**config.mk**
```make
export PLATFORM = sky130hd
export DESIGN_NAME = adi_spi_slave_engine
export DESIGN_NICKNAME = d
export VERILOG_FILES = /design/src/rtl/adi_spi_slave_engine.sv
export SDC_FILE = /design/constraint.sdc
export NUM_CORES = 1
export LEC_CHECK = 0
export ABC_AREA = 1
export BUFFER_PORTS_ARGS = -buffer_cell sky130_fd_sc_hd__buf_2
export CORE_MARGIN = 2
export CORE_UTILIZATION = 42
export CTS_CLUSTER_DIAMETER = 40
export CTS_CLUSTER_SIZE = 24
export DETAILED_ROUTE_END_ITERATION = 8
export PLACE_DENSITY = 0.73
export SYNTH_ARGS = -nofsm -noshare
export SYNTH_HDL_FRONTEND = slang
export SYNTH_SLANG_ARGS = --single-unit
```
**constraint.sdc**
```tcl
create_clock -name clk -period 1.68 [get_ports clk]
set_clock_uncertainty 0.1 [all_clocks]
set_input_delay 0.168 -clock clk [delete_from_list [all_inputs] [get_ports clk]]
set_output_delay 0.168 -clock clk [all_outputs]
set_load 0.005 [all_outputs]
```
**src/rtl/adi_spi_slave_engine.sv**
```systemverilog
// Multi-lane SPI slave that oversamples SCLK/CS/MOSI on the system clock and
// exchanges DATA_WIDTH-bit words per lane through valid/ready TX and RX streams.
module adi_spi_slave_engine #(
    parameter int          NUM_OF_LANES      = 1,
    parameter int          DATA_WIDTH        = 16,
    parameter int          CPOL              = 0,
    parameter int          CPHA              = 0,
    parameter int          INV_CS            = 0,
    parameter logic [31:0] DEFAULT_MISO_DATA = 32'hCAFE
) (
    input  logic                                 clk,
    input  logic                                 resetn,
    input  logic                                 spi_sclk,
    input  logic                                 spi_cs,
    input  logic [NUM_OF_LANES-1:0]              spi_mosi,
    output logic [NUM_OF_LANES-1:0]              spi_miso,
    output logic                                 spi_miso_en,
    input  logic                                 s_tx_valid,
    output logic                                 s_tx_ready,
    input  logic [NUM_OF_LANES*DATA_WIDTH-1:0]   s_tx_data,
    output logic                                 m_rx_valid,
    input  logic                                 m_rx_ready,
    output logic [NUM_OF_LANES*DATA_WIDTH-1:0]   m_rx_data,
    output logic                                 rx_overflow,
    output logic                                 tx_underflow
);

    localparam int CNT_W = $clog2(DATA_WIDTH);
    localparam logic [CNT_W-1:0] LAST_BIT = CNT_W'(DATA_WIDTH - 1);
    localparam logic SCLK_IDLE = (CPOL != 0);
    localparam logic CS_IDLE   = (INV_CS == 0);

    typedef logic [NUM_OF_LANES-1:0][DATA_WIDTH-1:0] lanes_t;
    typedef enum logic {IDLE, SHIFT} state_t;

    logic sclk_s1_q, sclk_s2_q, sclk_s3_q;
    logic cs_s1_q, cs_s2_q;
    logic [NUM_OF_LANES-1:0] mosi_s1_q, mosi_s2_q;

    state_t           state_q, state_d;
    logic [CNT_W-1:0] bit_cnt_q, bit_cnt_d;
    logic             need_load_q, need_load_d;
    lanes_t           tx_shift_q, tx_shift_d;
    lanes_t           rx_shift_q, rx_shift_d;
    lanes_t           hold_q, hold_d;
    logic             hold_full_q, hold_full_d;
    logic             tx_ready_q;
    lanes_t           rx_data_q, rx_data_d;
    logic             rx_valid_q, rx_valid_d;
    logic             rx_ovf_q, rx_ovf_d;
    logic             tx_unf_q, tx_unf_d;

    logic cs_act, lead_edge, trail_edge, sample_edge, shift_edge;
    logic load, shift, word_done;

    // Synchronisers start at the idle levels so reset release never looks like an edge
    always_ff @(posedge clk or negedge resetn) begin
        if (!resetn) begin
            sclk_s1_q <= SCLK_IDLE;
            sclk_s2_q <= SCLK_IDLE;
            sclk_s3_q <= SCLK_IDLE;
            cs_s1_q   <= CS_IDLE;
            cs_s2_q   <= CS_IDLE;
            mosi_s1_q <= '0;
            mosi_s2_q <= '0;
        end else begin
            sclk_s1_q <= spi_sclk;
            sclk_s2_q <= sclk_s1_q;
            sclk_s3_q <= sclk_s2_q;
            cs_s1_q   <= spi_cs;
            cs_s2_q   <= cs_s1_q;
            mosi_s1_q <= spi_mosi;
            mosi_s2_q <= mosi_s1_q;
        end
    end

    assign cs_act      = (cs_s2_q != CS_IDLE);
    assign lead_edge   = (sclk_s2_q != SCLK_IDLE) && (sclk_s3_q == SCLK_IDLE);
    assign trail_edge  = (sclk_s2_q == SCLK_IDLE) && (sclk_s3_q != SCLK_IDLE);
    assign sample_edge = (CPHA != 0) ? trail_edge : lead_edge;
    assign shift_edge  = (CPHA != 0) ? lead_edge : trail_edge;

    always_comb begin
        state_d     = state_q;
        bit_cnt_d   = bit_cnt_q;
        need_load_d = need_load_q;
        tx_shift_d  = tx_shift_q;
        rx_shift_d  = rx_shift_q;
        hold_d      = hold_q;
        hold_full_d = hold_full_q;
        rx_data_d   = rx_data_q;
        rx_valid_d  = rx_valid_q;
        rx_ovf_d    = 1'b0;
        tx_unf_d    = 1'b0;
        load        = 1'b0;
        shift       = 1'b0;
        word_done   = 1'b0;

        case (state_q)
            IDLE: begin
                if (cs_act) begin
                    state_d     = SHIFT;
                    bit_cnt_d   = '0;
                    need_load_d = (CPHA != 0);
                    load        = (CPHA == 0);
                end
            end
            SHIFT: begin
                if (!cs_act) begin
                    state_d     = IDLE;
                    bit_cnt_d   = '0;
                    need_load_d = 1'b0;
                end else begin
                    if (sample_edge) begin
                        for (int l = 0; l < NUM_OF_LANES; l++)
                            rx_shift_d[l] = {rx_shift_q[l][DATA_WIDTH-2:0], mosi_s2_q[l]};
                        if (bit_cnt_q == LAST_BIT) begin
                            bit_cnt_d   = '0;
                            need_load_d = 1'b1;
                            word_done   = 1'b1;
                        end else begin
                            bit_cnt_d = bit_cnt_q + 1'b1;
                        end
                    end
                    if (shift_edge) begin
                        load        = need_load_q;
                        shift       = !need_load_q;
                        need_load_d = 1'b0;
                    end
                end
            end
            default: state_d = IDLE;
        endcase

        // A load frees the holding register in the same cycle a new word may be written
        if (load) begin
            if (hold_full_q) begin
                tx_shift_d  = hold_q;
                hold_full_d = 1'b0;
            end else begin
                for (int l = 0; l < NUM_OF_LANES; l++)
                    tx_shift_d[l] = DEFAULT_MISO_DATA[DATA_WIDTH-1:0];
                tx_unf_d = 1'b1;
            end
        end else if (shift) begin
            for (int l = 0; l < NUM_OF_LANES; l++)
                tx_shift_d[l] = {tx_shift_q[l][DATA_WIDTH-2:0], 1'b0};
        end
        if (s_tx_valid && tx_ready_q) begin
            hold_d      = s_tx_data;
            hold_full_d = 1'b1;
        end

        if (rx_valid_q && m_rx_ready)
            rx_valid_d = 1'b0;
        if (word_done) begin
            rx_data_d  = rx_shift_d;
            rx_ovf_d   = rx_valid_q && !m_rx_ready;
            rx_valid_d = 1'b1;
        end
    end

    always_ff @(posedge clk or negedge resetn) begin
        if (!resetn) begin
            state_q     <= IDLE;
            bit_cnt_q   <= '0;
            need_load_q <= 1'b0;
            tx_shift_q  <= '0;
            rx_shift_q  <= '0;
            hold_q      <= '0;
            hold_full_q <= 1'b0;
            tx_ready_q  <= 1'b0;
            rx_data_q   <= '0;
            rx_valid_q  <= 1'b0;
            rx_ovf_q    <= 1'b0;
            tx_unf_q    <= 1'b0;
        end else begin
            state_q     <= state_d;
            bit_cnt_q   <= bit_cnt_d;
            need_load_q <= need_load_d;
            tx_shift_q  <= tx_shift_d;
            rx_shift_q  <= rx_shift_d;
            hold_q      <= hold_d;
            hold_full_q <= hold_full_d;
            tx_ready_q  <= !hold_full_d;
            rx_data_q   <= rx_data_d;
            rx_valid_q  <= rx_valid_d;
            rx_ovf_q    <= rx_ovf_d;
            tx_unf_q    <= tx_unf_d;
        end
    end

    always_comb begin
        spi_miso = '0;
        for (int l = 0; l < NUM_OF_LANES; l++)
            spi_miso[l] = tx_shift_q[l][DATA_WIDTH-1];
    end

    assign spi_miso_en  = (state_q == SHIFT);
    assign s_tx_ready   = tx_ready_q;
    assign m_rx_valid   = rx_valid_q;
    assign m_rx_data    = rx_data_q;
    assign rx_overflow  = rx_ovf_q;
    assign tx_underflow = tx_unf_q;

endmodule

```
==> impl.org <==
** Floorplanning
- Total I/O pin count :: 45
- In this run the standard cell core region covers between 7000 and 8000 um^2.
- For this configuration, the core starts out at a cell density of between 40% and 50%.
- Count of standard-cell rows :: 32
- The die covers approximately 8600 um^2.
- Horiz. Die Dim :: between 90 and 100 um
- The die is 92.8 um tall.

** Clock network
- Number of buffers on the longest clock path :: 2
- Clock root buffer master :: sky130_fd_sc_hd__clkbuf_8
- In this run, CTS created clock tree buffers numbering 9.
- Insertion delay of the later-clocked pin in the worst-skew pair :: ~0.34 ns
- For this design, the sink count on the clock tree is 81.
- After clock tree synthesis, the clock-pin slew on the worst setup and hold paths is 0.08 ns.
- Clock tree from TritonCTS :: yes
- Number of gates given a new drive strength after cts :: 0
- CTS built an H-tree with a depth of 3.

** Critical path
- STA classifies the critical path startpoint as a flip-flop.
- The worst setup path is captured at a flip-flop.
- The slowest stage of the critical path is the sky130_fd_sc_hd__dfrtp_1 cell.
- The most numerous cell type found on the critical path is sky130_fd_sc_hd__nor2_1.
- For the worst setup path, the data arrival time is between 1.5 and 2 ns.
- Critical path type :: flip-flop to flip-flop
- Of all nets on the critical path, the largest fanout is 19.
- At the worst endpoint, the required time is between 1.5 and 2 ns.
- Series of cell instances along the critical path :: inv_1 > ha_1 > nor2_1 > nor2_1 > buf_4 > nor2_1 > a21oi_1
- The largest single stage delay on the critical path is around 0.40 ns.

** Timing
- The routed design could run at a clock period as short as 1.53 ns.
- The total count of hold-check failures in the final report came to 0.
- Measured slew at the worst slew-check pin :: 0.379 ns
- Setup repair after global routing could not meet its margin everywhere.
- Number of setup violations in the final report :: 0
- The final count of pins violating max slew was 0.
- Setup TNS after final layout :: 0 ns
- In this run the tightest slew margin relative to its limit is around three quarters.
- Of the available clock period, the critical path in the final layout requires 91.1%.
- Once routing completed, OpenROAD measured the worst setup slack at 0.149 ns.
- Final hold analysis gives a worst-case slack of between 0.15 and 0.2 ns.
- Maximum clock frequency :: about 650 MHz

** Power
- Int Pwr :: roughly 3.7 mW
- Share of total power in sequential cells :: roughly half
- P per Cell Area :: between 1000 and 1500 nW/um^2
- Comb pwr share :: 15.8%
- Total power :: ~5 mW
- Switching part of the total power :: 25.3%
- For this design the total switching power over the nets is about 1.3 mW.
- For this design the static power due to leakage is around 2.2 nW.
- IR analysis of the VDD net gives a maximum drop of 0.688 mV.
- Portion of total power attributed to the clock network :: 33.9%

** Yosys
- Share of synthesized cell area in full adder, half adder and majority cells :: between 1 and 1.5%
- Dominant combinational cell family by area after synthesis :: simple AND/OR/NAND/NOR gates
- Share of the synthesized netlist area taken by xor and xnor gates :: 0.264%
- Cell area after synthesis :: between 3000 and 4000 um^2
- Compound-gate portion of the synthesized area :: 5.51%
- In the synthesized netlist, mux cells make up 5.44% of the area.
- In the synthesized netlist, the number of instances is 351.
- Yosys warning count :: 0
- Net count after synthesis :: ~380
- In this run the mean area of a mapped cell was around 9.4 um^2.
- Flops & latches, synth :: 81
- Area fraction in and, or, nand and nor cells after synthesis :: 21.3%
- In this run, distinct cell masters in the synthesized netlist total 22.
- Fraction of the yosys area taken by sequential cells :: 61.3%

** Routing
- Across all layers, the routed design uses 2502 vias.
- Final WL :: around 6400 um
- Number of remaining DRC errors :: 0
- Antenna-violating nets left :: 0
- Using the TritonRoute via totals, the vias-per-cell ratio works out to 4.72.
- The pre-antenna-repair detailed-routing pass consisted of 4 iterations.
- Wire per inst :: between 10 and 15 um
- Initial drt markers :: 179

** Global route
- Entering global routing, the biggest net connects 30 pins.
- Global routing finished with a remaining overflow of 0.
- Global routing consumed, over all layers together, approximately 16% of the routing resources.
- The first global-routing pass estimated roughly 11000 um of wire.
- The number of global-route vias before repair came to between 2000 and 2500.
- Initial antenna violation count :: 0

** Placement
- During placement, the flow inserted port buffers numbering 44.
- In this run, placement finished with an instance count of 493.
- The congestion estimate from routability-driven global placement came to around 0.74.
- Detailed placement ended at an HPWL of roughly 4400 um.
- Dpl ws :: between 0.1 and 0.15 ns

** Cells and area
- The area growth from synthesis to layout is 24.8%.
- Post-route insts no fill :: 530
- The library cell used most frequently in the layout, excluding fill and tap cells, is sky130_fd_sc_hd__nand2_1.
- Layout net count :: ~450
- Fraction of layout cells with a size suffix above 1 :: 22.9%
- Ant. Diodes :: 0
- Highest-count cells in the layout ignoring fill and taps :: sky130_fd_sc_hd__nand2_1, sky130_fd_sc_hd__dfrtp_1, sky130_fd_sc_hd__buf_2

** Run
- Number of maximum-capacitance constraint violations :: 0

** Outcome
- The flow ran to the end, and the final reports show no timing, DRC or antenna violations.

** Worst hold path
- In this run the worst hold path is classified as input pin to flip-flop.
-- per-layer routing --
layer | global-route usage (%) | routed length, um | vias to the layer above
met5 | 0 | 0 | -
met4 | 6.37 | 89 | 0
met3 | 3.58 | 236 | 6
met2 | 24.8 | 3040 | 51
met1 | 22.2 | 3060 | 1206
li1 | - | - | 1239
-- per-stage QoR --
stage          util, %  cell area, um^2
6_report          53.8             4140
2_1_floorplan        -             3310
3_5_place_dp      47.9             3680
3_3_place_gp      47.9             3680
5_1_grt           53.8             4140
4_1_cts           53.8             4140
-- final cells by class --
cell class,instances,area [um^2]
tap,102,128
multi-input combinational,231,1120
fill,697,3550
clock inverter,5,103
timing repair buffer,76,528
sequential,81,2030
clock buffer,11,141
inverter,24,90.1
-- critical path: cells and delay by family, from the launching register on --
family	cells	cell delay, ns
buffers and inverters	2	0.34
flip-flops	1	0.40
AND/OR/NAND/NOR	3	0.32
AO/OA/AOI/OAI	1	0.14
adder cells (fa/ha/maj)	1	0.16
-- state kept, by name, summed over array words and instances (netlist names), 4 cells and up --
register    flops
bit_cnt_q       4
hold_q         16
m_rx_data      16
rx_shift_q     15
tx_shift_q     16
-- cells by family after synthesis --
group,after synthesis
and+or+nand+nor,177
xor gates and xnor gates,1
adders and majority gates,3
AOI/OAI and AO/OA,34
DFF,81
buffers and inverters,39
muxes,16
-- timing repair --
item | 4_1_cts | 5_1_grt
setup endpoints to repair | 0 | 3
hold buffers | 21 | 0
endpoints found under the hold margin | 76 | 0
buffers inserted | 0 | 0
-- synthesized netlist by cell type, drive strengths merged --
cell type | number | share of area, %
o21ai | 27 | 4.4
nand2 | 150 | 17
o22ai | 1 | 0.19
inv | 24 | 2.7
clkbuf | 5 | 0.57
ha | 3 | 1.1
nand3 | 15 | 2.3
nor3 | 1 | 0.30
xnor2 | 1 | 0.26
a21oi | 6 | 0.91
dfstp | 2 | 1.6
dfrtp | 79 | 60
mux2 | 16 | 5.4
nor2 | 11 | 1.5
buf | 10 | 1.8
-- path summary, 6_finish.rpt --
check / start / endpoint / slack (ns) / cells past startpoint
min: s_tx_valid / hold_full_q$_DFF_PN0_ / 0.17 / 4
max in group asynchronous: resetn / hold_q[4]$_DFFE_PN0P_ / 0.76 / 3
min reg2reg: mosi_s1_q$_DFF_PN0_ / mosi_s2_q$_DFF_PN0_ / 0.25 / 0
max reg2reg: sclk_s2_q$_DFF_PN0_ / tx_shift_q[8]$_DFFE_PN0P_ / 0.15 / 7
min in group asynchronous: resetn / m_rx_data[7]$_DFFE_PN0P_ / 0.18 / 2
max: sclk_s2_q$_DFF_PN0_ / tx_shift_q[8]$_DFFE_PN0P_ / 0.15 / 7
-- power by group through the flow --
stage	combinational [mW]	sequential (mW)	clock (mW)
floorplan	0.574	2.48	0
global placement	0.727	2.54	0
detailed placement	0.756	2.56	0
CTS	0.797	2.52	1.73
global route	0.908	2.57	1.81
finish	0.789	2.52	1.69
Note: power is estimated with default switching activity, not from simulation.
